===== src/rtl/delta_sigma_adc.sv =====
// First-order delta-sigma ADC front end: comparator sync, feedback bit and a 3rd-order CIC decimator
// producing saturated signed 16-bit PCM. Define DELTA_SIGMA_ADC_DC_BLOCK_EN to add a one-pole DC blocker.
module delta_sigma_adc #(
    parameter int DECIMATION = 64
) (
    input  logic        clk_i,
    input  logic        reset_n_i,
    input  logic        sample_en_i,
    input  logic        cmp_i,
    output logic        fb_o,
    output logic [15:0] sample_o,
    output logic        valid_o
);

    localparam int LOG2R = $clog2(DECIMATION);
    localparam int W     = 3 * LOG2R + 2;
    localparam int SHIFT = 3 * LOG2R - 15;

    logic             sync1_q, sync2_q, bit_q;
    logic [W-1:0]     i1_q, i2_q, i3_q;
    logic [W-1:0]     d1_q, d2_q, d3_q;
    logic [LOG2R-1:0] phase_q;
    logic [1:0]       warm_q;

    logic [W-1:0]        x;
    logic [W-1:0]        c1, c2, c3;
    logic signed [W-1:0] scaled;
    logic signed [15:0]  s;
    logic                tick;
    logic                strobe;

    // Comparator is asynchronous; this chain runs every clock regardless of the bit-rate enable.
    always_ff @(posedge clk_i or negedge reset_n_i) begin
        if (!reset_n_i) begin
            sync1_q <= 1'b0;
            sync2_q <= 1'b0;
        end else begin
            sync1_q <= cmp_i;
            sync2_q <= sync1_q;
        end
    end

    assign x      = {{(W-1){~bit_q}}, 1'b1};
    assign tick   = sample_en_i && (phase_q == LOG2R'(DECIMATION - 1));
    assign strobe = tick && (warm_q == 2'd3);

    assign c1     = i3_q - d1_q;
    assign c2     = c1 - d2_q;
    assign c3     = c2 - d3_q;
    assign scaled = $signed(c3) >>> SHIFT;

    // Bits above the 16-bit range must all match the sign bit, otherwise clip.
    always_comb begin
        s = scaled[15:0];
        if (!(&scaled[W-1:15]) && (|scaled[W-1:15])) begin
            s = scaled[W-1] ? 16'sh8000 : 16'sh7fff;
        end
    end

    // Integrators wrap modulo 2^W on purpose; the combs undo the wrap exactly.
    always_ff @(posedge clk_i or negedge reset_n_i) begin
        if (!reset_n_i) begin
            bit_q   <= 1'b0;
            i1_q    <= '0;
            i2_q    <= '0;
            i3_q    <= '0;
            d1_q    <= '0;
            d2_q    <= '0;
            d3_q    <= '0;
            phase_q <= '0;
            warm_q  <= 2'd0;
        end else if (sample_en_i) begin
            bit_q   <= sync2_q;
            i1_q    <= i1_q + x;
            i2_q    <= i2_q + i1_q;
            i3_q    <= i3_q + i2_q;
            phase_q <= phase_q + LOG2R'(1);
            if (tick) begin
                d1_q <= i3_q;
                d2_q <= c1;
                d3_q <= c2;
                if (warm_q != 2'd3) begin
                    warm_q <= warm_q + 2'd1;
                end
            end
        end
    end

    assign fb_o = bit_q;

`ifdef DELTA_SIGMA_ADC_DC_BLOCK_EN
    logic signed [15:0] s_prev_q, y_q;
    logic signed [17:0] y_next;
    logic signed [15:0] y_sat;
    logic               pend_q;

    // Blocker only sees settled samples, so warm-up transients never enter its state.
    always_comb begin
        y_next = $signed({{2{s[15]}}, s}) - $signed({{2{s_prev_q[15]}}, s_prev_q})
               + $signed({{2{y_q[15]}}, y_q}) - ($signed({{2{y_q[15]}}, y_q}) >>> 8);
        y_sat  = y_next[15:0];
        if (!(&y_next[17:15]) && (|y_next[17:15])) begin
            y_sat = y_next[17] ? 16'sh8000 : 16'sh7fff;
        end
    end

    always_ff @(posedge clk_i or negedge reset_n_i) begin
        if (!reset_n_i) begin
            s_prev_q <= '0;
            y_q      <= '0;
            pend_q   <= 1'b0;
            sample_o <= '0;
            valid_o  <= 1'b0;
        end else begin
            pend_q  <= strobe;
            valid_o <= pend_q;
            if (strobe) begin
                s_prev_q <= s;
                y_q      <= y_sat;
            end
            if (pend_q) begin
                sample_o <= y_q;
            end
        end
    end
`else
    always_ff @(posedge clk_i or negedge reset_n_i) begin
        if (!reset_n_i) begin
            sample_o <= '0;
            valid_o  <= 1'b0;
        end else begin
            valid_o <= strobe;
            if (strobe) begin
                sample_o <= s;
            end
        end
    end
`endif

endmodule


===== config.mk =====
export PLATFORM = sky130hd
export DESIGN_NAME = delta_sigma_adc
export DESIGN_NICKNAME = d
export VERILOG_FILES = /design/src/rtl/delta_sigma_adc.sv
export SDC_FILE = /design/constraint.sdc
export NUM_CORES = 1
export LEC_CHECK = 0
export ABC_AREA = 1
export CORE_MARGIN = 4
export CORE_UTILIZATION = 59
export DETAILED_ROUTE_END_ITERATION = 8
export PLACE_DENSITY = 0.87
export SLEW_MARGIN = 40
export SYNTH_ARGS = -nofsm -noshare
export SYNTH_HDL_FRONTEND = slang
export SYNTH_SLANG_ARGS = --single-unit

===== constraint.sdc =====
create_clock -name clk_i -period 8.6 [get_ports clk_i]
set_clock_uncertainty 0.1 [all_clocks]
set_input_delay 0.86 -clock clk_i [delete_from_list [all_inputs] [get_ports clk_i]]
set_output_delay 0.86 -clock clk_i [all_outputs]
set_load 0.02 [all_outputs]

==> flow_summary.toml <==
[job]
maxCapViolCount = 0

[floorplan]
die_w_um = 145
fp.coreArea_um2 = 18200
dieArea_um2 = 21100
io_pins = 22
die_y_um = 145
initial_core_util = 0.609
row_count = 49

[clocking]
worstSkewPairLatency_ns = 0.44
cts_buffers = 17
cts_tree = "yes"
cts_num_sinks = 148
ctsResizeCount = 0
cts_root_buffer = "clkbuf_16"
cts.clk_slew.worst_paths_ns = 0.07
post_cts_buffers = 0
postCtsHoldBufs = 0
cts_max_level = 4
ctsLongestPathBuffers = 2

[status]
status = "finished clean"

[critical_path]
critPathMostFrequentCell = "nand2_1"
critPathCaptureType = "register"
critPathMaxStageDelay_ns = 0.43
r2r_slack_ns = 2.86
worst_setup_path_start_kind = "register"
crit_arrival_ns = 5.94
path_class = "reg2reg"
crit_required_ns = 8.80
cp_slowest_cell = "nor4_1"
r2r_cells = 34
cp_max_fo = 15

[sta]
rsz0062_at_grt = "false"
setup_violations = 0
hold_viol_final = 0
setup_tns_ns = 0
report.final.slew_viol_count = 0
worstMarginPinSlew_ns = 0.641
slew_headroom = 0.569
post-route-period-util = 0.668
fmax_mhz = 174
finalCriticalPeriod_ns = 5.74

[route]
vias_per_cell = 5.83
drtIter0Drc = 694
route.detailed.drc = 0
routedWlPerCell_um = 15.5
vias = 10042
drt-pass1-iter-count = 5
ant_nets = 0
wl_mm = 26.7

[global_route]
antenna_found_initial = 0
grt-ovfl-total = 0
grtUsageTotal = 0.259
grt_pass1_wl_mm = 45.9
grt_pass1_vias = 9667
grt_max_degree = 104

[logic_synthesis]
synth_edf_count = 0
ys_warn_count = 0
syn-num-nets = 1586
ys_ff_latch = 148
synth_common_cells = "nand2_1 (351), inv_1 (169), o21ai_0 (151)"
yosysMostFrequentCell = "nand2_1"
ys_seq_area_frac = 0.334
synthMuxAreaShare = 0.00102
syn_inst = 1463
synth-xor-area-share = 0.0647
synth_top_family_by_area = "simple AND/OR/NAND/NOR gates"
synth.distinct_cells = 46
synth-simple-area-share = 0.209
synthTopCellsByArea = "dfrtp_1 (33%), ha_1 (13%), nand2_1 (12%), o21ai_0 (6.8%), inv_1 (5.7%)"
synth-async-reset-ratio = 1.00
yosysTopAreaCell = "dfrtp_1"
synth_top_area_frac = 0.334
syn-cell-area_um2 = 11100
syn_area_per_cell_um2 = 7.58
ys.flop_type = "dfrtp_1"
synth_compound_area_frac = 0.184
synth_fa_ha_area_frac = 0.138

[layout]
areaGrowthSynthToFinish_pct = 9.24
final_nets = 1603
layout-drive-gt1-share = 0.0630
num_antenna_cells = 0

[place]
numPortBuffers = 21
gp_routability_congestion = 0.916
hpwl_mm = 19.9

[hold_path]
hold_class = "in2async"
-- layer usage --
| metal | vias up | GRT usage | wire [µm] |
|---|---|---|---|
| met5 | - | 0 | 0 |
| met4 | 0 | 0.0983 | 796 |
| met3 | 70 | 0.0424 | 1340 |
| met2 | 339 | 0.434 | 12800 |
| met1 | 4673 | 0.338 | 11800 |
| li1 | 4960 | - | - |
-- critical path, delay by kind of cell (launching register included) --
| kind | cells | cell delay [ns] |
|---|---|---|
| and+or+nand+nor | 21 | 2.47 |
| AOI/OAI and AO/OA | 7 | 1.24 |
| adders and majority gates | 3 | 1.10 |
| DFF | 1 | 0.42 |
| xor gates and xnor gates | 1 | 0.16 |
| buffers and inverters | 2 | 0.09 |
-- cell type report --
type,count,area [µm²]
clock buffer,18,439
clock inverter,14,130
fill,1445,6090
inverter,175,659
multi-input combinational,1112,6620
sequential,148,3700
tap,229,287
timing repair buffer,26,280
-- state kept, by name (all words and copies together) (netlist names) --
register / cells
warm_q: 2
d2_q: 20
i3_q: 20
i2_q: 20
sample_o: 16
d3_q: 20
phase_q: 6
i1_q: 20
sync2_q: 1
fb_o: 1
d1_q: 20
sync1_q: 1
valid_o: 1
-- cells by family (layout without fill, tap and decap cells) --
logic type      after synthesis  in the layout
flops                       148            148
compound gates              368            368
mux                           1              1
simple gates                542            542
xor+xnor                     82             82
buf+inv                     203            233
fa+ha+maj                   119            119
-- final timing paths --
check                                     from                 endpoint
max                        i3_q[2]$_DFFE_PN0P_  sample_o[0]$_DFFE_PN0P_
min                                  reset_n_i      i1_q[4]$_DFFE_PN0P_
max reg2reg                i3_q[2]$_DFFE_PN0P_  sample_o[0]$_DFFE_PN0P_
min reg2reg                  sync1_q$_DFF_PN0_        sync2_q$_DFF_PN0_
max in group asynchronous            reset_n_i     d3_q[12]$_DFFE_PN0P_
min in group clk_i           sync1_q$_DFF_PN0_        sync2_q$_DFF_PN0_
-- through the flow --
stage / std cells / worst slack (ns) / utilization / area, µm² / hold slack [ns]
after floorplan: 1463 / 3.65 / - / 11100 / 0.231
after global placement: 1688 / 3.20 / 0.631 / 11500 / 0.244
after CTS: 1721 / 2.97 / 0.664 / 12100 / 0.272
final: 1722 / 2.86 / 0.665 / 12100 / 0.162
after detailed placement: 1689 / 2.98 / 0.632 / 11500 / 0.256
after global routing: 1722 / 2.25 / 0.665 / 12100 / 0.171
-- cells in the final DEF, fill, tap and decap left out, types with 3 or more instances in the layout --
master / count
a21boi_0: 4
a21oi_2: 10
nor3_1: 6
o31ai_1: 6
fa_1: 5
ha_1: 114
nand2_2: 3
nand2_1: 351
xnor2_1: 36
nand3_1: 48
and3_1: 4
clkbuf_16: 17
clkdlybuf4s50_1: 19
nand3_2: 7
a21o_1: 5
o211ai_1: 11
nor4_1: 4
inv_2: 6
dfrtp_1: 148
o21bai_1: 12
inv_8: 4
a31oi_1: 29
a21oi_1: 125
or2_1: 4
inv_6: 6
o21ai_1: 7
nor2_1: 62
xor2_1: 46
nand4_1: 24
inv_1: 168
nor2_2: 3
or2_2: 20
o21ai_0: 151
Power is left out: the tool's default activity adds up to more than one toggle a clock period on the data nets, which glitch-free logic cannot reach.
